## config.mk

```make
export PLATFORM = sky130hd
export DESIGN_NAME = regfile_write_arbiter
export DESIGN_NICKNAME = d
export VERILOG_FILES = /design/src/rtl/regfile_write_arbiter.sv
export SDC_FILE = /design/constraint.sdc
export NUM_CORES = 1
export LEC_CHECK = 0
export BUFFER_PORTS_ARGS = -buffer_cell sky130_fd_sc_hd__buf_2
export CAP_MARGIN = 20
export CORE_UTILIZATION = 52
export DETAILED_ROUTE_END_ITERATION = 12
export GPL_TIMING_DRIVEN = 0
export PLACE_DENSITY = 0.87
export SKIP_CTS_REPAIR_TIMING = 1
export SYNTH_ARGS = -nofsm -noshare
export SYNTH_HDL_FRONTEND = slang
export SYNTH_SLANG_ARGS = --single-unit
export TNS_END_PERCENT = 20
```

## constraint.sdc

```tcl
create_clock -name CLK -period 3.3 [get_ports CLK]
set_clock_uncertainty 0.05 [all_clocks]
set_input_delay 0.495 -clock CLK [delete_from_list [all_inputs] [get_ports CLK]]
set_output_delay 0.495 -clock CLK [all_outputs]
set_load 0.02 [all_outputs]
```

## src/rtl/regfile_write_arbiter.sv

```systemverilog
// Round-robin writeback arbiter for the single register-block write port.
// Also runs a zero-fill of r1..r(NUM_REGS-1) after reset or on clearReq.
module regfile_write_arbiter #(
  parameter int ADDR_W   = 5,
  parameter int DATA_W   = 32,
  parameter int NUM_REGS = 32
) (
  input  logic              CLK,
  input  logic              reset,
  input  logic              a_valid,
  output logic              a_ready,
  input  logic [ADDR_W-1:0] a_addr,
  input  logic [DATA_W-1:0] a_data,
  input  logic              b_valid,
  output logic              b_ready,
  input  logic [ADDR_W-1:0] b_addr,
  input  logic [DATA_W-1:0] b_data,
  input  logic              clear_req,
  output logic              busy,
  output logic [ADDR_W-1:0] writeReg,
  output logic              writeEn,
  output logic [DATA_W-1:0] writeData
);

  typedef enum logic {CLEAR = 1'b0, RUN = 1'b1} state_t;

  localparam logic [ADDR_W-1:0] FIRST_REG = ADDR_W'(1);
  localparam logic [ADDR_W-1:0] LAST_REG  = ADDR_W'(NUM_REGS - 1);

  state_t            state;
  state_t            stateNext;
  logic [ADDR_W-1:0] cnt;
  logic              lastGrantB;
  logic              runOpen;
  logic              grantA;
  logic              grantB;

  always_ff @(posedge CLK or negedge reset) begin
    if (!reset) state <= CLEAR;
    else        state <= stateNext;
  end

  always_comb begin
    stateNext = state;
    case (state)
      CLEAR: if (cnt == LAST_REG) stateNext = RUN;
      RUN:   if (clear_req)       stateNext = CLEAR;
    endcase
  end

  // Grants are purely combinational; a clear request blocks both this cycle.
  always_comb begin
    runOpen = (state == RUN) && !clear_req;
    grantA  = runOpen && a_valid && (!b_valid || lastGrantB);
    grantB  = runOpen && b_valid && (!a_valid || !lastGrantB);
    a_ready = grantA;
    b_ready = grantB;
    busy    = (state == CLEAR);
  end

  always_ff @(posedge CLK or negedge reset) begin
    if (!reset) begin
      cnt <= FIRST_REG;
    end else if (state == CLEAR) begin
      cnt <= (cnt == LAST_REG) ? FIRST_REG : cnt + FIRST_REG;
    end
  end

  // Reset points at B so the first tie goes to A.
  always_ff @(posedge CLK or negedge reset) begin
    if (!reset) begin
      lastGrantB <= 1'b1;
    end else if (grantA) begin
      lastGrantB <= 1'b0;
    end else if (grantB) begin
      lastGrantB <= 1'b1;
    end
  end

  // Write-port register stage; r0 writes are accepted but never enabled.
  always_ff @(posedge CLK or negedge reset) begin
    if (!reset) begin
      writeEn   <= 1'b0;
      writeReg  <= '0;
      writeData <= '0;
    end else if (state == CLEAR) begin
      writeEn   <= 1'b1;
      writeReg  <= cnt;
      writeData <= '0;
    end else if (grantA) begin
      writeEn   <= (a_addr != '0);
      writeReg  <= a_addr;
      writeData <= a_data;
    end else if (grantB) begin
      writeEn   <= (b_addr != '0);
      writeReg  <= b_addr;
      writeData <= b_data;
    end else begin
      writeEn   <= 1'b0;
    end
  end

endmodule
```

==> impl_metrics.ini <==
[sta]
fmax_mhz = 423
tightestPinTransition_ns = 0.558
finalSetupViolCount = 0
fin_hold_ws_ns = 0.389
tns_ns = 0
report.final.slew_viol_count = 0
slew_headroom_pct = 62.8
rsz0062_at_grt = no
fin_crit_sh_pct = 71.7
timing_hold_violations_final = 0
final.min_clock_period_ns = 2.37
fin_ws_ns = 0.934

[hold_path]
hold_class = primary input to flip-flop

[clock_tree]
path_clk_slew_ns = 0.09
cts_tree = yes
root_buffer = clkbuf_8
cts_made_buffers = 5
clock_sinks = 45
cts_max_level = 2
clockBufferDepth = 2
clock_latency_ns = 0.29

[floorplanning]
start_util_pct = 54.3
die_h_microns = 75.0
die_w_microns = 75.0
core-area_sq_um = 5110
die_area_sq_um = 5630
rows = 26
io_pins = 120

[route]
via_per_inst = 5.65
drc_errors = 0
ant_nets = 0
drtIter0Drc = 129
vias = 2576
wire_per_inst_microns = 16.3
drt_wl_total_mm = 7.44
first_pass_iters = 4

[pwr]
p_int_uw = 1350
p_seq_share_pct = 36.1
p_per_area_nw_per_um2 = 625
p_sw_uw = 897
fin_total_pwr_uw = 2250
clockPowerShare_pct = 19.3
pwr-share-comb_pct = 44.6
peakVddDrop_v = 0.000310
swShare_pct = 39.9
p_leak_uw = 0.00177

[yosys]
synth.distinct_cells = 35
synthTopCellsByCount = dfrtp_1 (43), inv_1 (37), nand3_1 (36)
synth_area_leaders = dfrtp_1 (39%), o311ai_2 (12%), o311ai_4 (9.5%)
synth_edf_count = 0
syn_inst = 258
yosysWarnings = 0
synth-seq-cells = 45
synth_fp_nets = 339
syn_area_sq_um = 2770
synth_most_common_cell = dfrtp_1
synth_top_area_cell = dfrtp_1
synth_ff_type = dfrtp_1
async_flop_share_pct = 100
synth_top_area_share_pct = 38.8
postSynthAreaPerCell_sq_um = 10.8
yosysSeqAreaShare_pct = 40.7

[place]
dpl_worst_slack_ns = 1.17
dp_hpwl_mm = 5.44
gp_congestion = 0.781
dp.cells = 446
portBuffers = 118

[final_layout]
stdcell_count = 456
fillers = 405
antennaDiodeCount = 0
drive_gt1_share_pct = 45.1
area_growth_pct = 29.7
fin_nets = 466

[setup_path]
critPathMaxFanout = 10
startpoint_type = flip-flop
crit_arrival_ns = 1.82
required_ns = 2.75
crit_path_end_kind = output port
critPathKind = flip-flop to output port

[global_routing]
antenna_found_initial = 0
grt_usage_pct = 27.5
grt_max_degree = 46
grt_pass1_vias = 2491
grt-ovfl-total = 0
grt_pass1_wl_mm = 11.7

[status]
status = finished clean

[job]
max_cap_viol_count = 0
[routing by layer]
metal | up-vias | wire [microns] | global-route usage (%)
met4 | 0 | 65 | 6.71
met2 | 107 | 3740 | 46.2
met3 | 6 | 422 | 5.35
li1 | 1220 | - | -
met5 | - | 0 | 0
met1 | 1243 | 3200 | 36.8
[worst max-delay path, stage by stage, from the launching register on]
cell	delay, ns
dfstp_2	0.55
nand2b_1	0.12
buf_6	0.14
and2_4	0.16
buf_6	0.14
buf_6	0.21
buf_2	0.20
[final cells by class]
class	instances	area, sq um	share of cell area, %
multi-input combinational	147	1340	37.3
sequential	45	1130	31.4
timing repair buffer	120	621	17.2
buffer	28	159	4.42
inverter	38	143	3.96
tap	70	87.6	2.43
clock buffer	7	86.3	2.40
clock inverter	1	30.0	0.834
[sequential cells by signal (all words and copies together), names as in the netlist]
name        cells
cnt             5
lastGrantB      1
state           1
writeData      32
writeEn         1
writeReg        5
[power by group through the flow]
| stage | Clock [uW] | Combinational, uW | Sequential, uW |
|---|---|---|---|
| global route | 465 | 1090 | 828 |
| detailed placement | 0 | 1000 | 818 |
| floorplan | 0 | 580 | 919 |
| finish | 434 | 1000 | 810 |
| CTS | 439 | 1000 | 807 |
| global placement | 0 | 969 | 811 |
[kinds of logic (layout without fill, tap and decap cells)]
logic type / count (synthesis) / in the layout / share of synthesized area [%]
muxes: 3 / 3 / 1.17
DFF: 45 / 45 / 40.7
buffers and inverters: 66 / 194 / 10.9
adders and majority gates: 2 / 2 / 0.902
and+or+nand+nor: 58 / 58 / 10.9
AOI/OAI and AO/OA: 84 / 84 / 35.5
[layout by cell type (no fill, tap or decap)]
cell	instances
mux2i_1	1
clkbuf_8	6
and2_4	1
nand3_1	36
o21bai_1	1
nor2b_1	5
bufinv_16	1
ha_1	2
buf_4	1
a21oi_1	3
nand2_1	3
o21ai_0	4
a221o_1	2
o311ai_2	20
o311ai_0	6
and3_1	1
nand4_1	1
nor2_1	5
a31o_2	1
o211ai_1	32
nand3b_1	1
nor4_1	1
inv_2	1
buf_2	122
inv_1	37
a31oi_1	5
dlygate4sd3_1	1
nand2b_1	1
mux2_2	2
nor3_1	1
and3b_1	1
buf_6	6
dfstp_2	2
dfrtp_1	43
buf_12	1
clkbuf_1	14
buf_1	4
or3_1	1
o311ai_4	10
[worst paths after layout]
check                                 to       start  cells after the start  slack (ns)
max                              a_ready  lastGrantB                      6        0.93
min                        writeData[22]  a_data[22]                      3        0.39
max reg2reg                writeData[27]       state                      5        1.45
min reg2reg                   lastGrantB  lastGrantB                      1        0.45
max in group asynchronous         cnt[0]       reset                      3        2.12
min in group asynchronous    writeReg[3]       reset                      2        0.54
[through the flow]
stage | cell area [sq um] | util (%)
after detailed placement | 3450 | 67.6
final | 3600 | 70.5
after global routing | 3600 | 70.5
after CTS | 3570 | 69.9
after global placement | 3450 | 67.6
after floorplan | 2770 | -
Power figures use the tool's default switching activity.
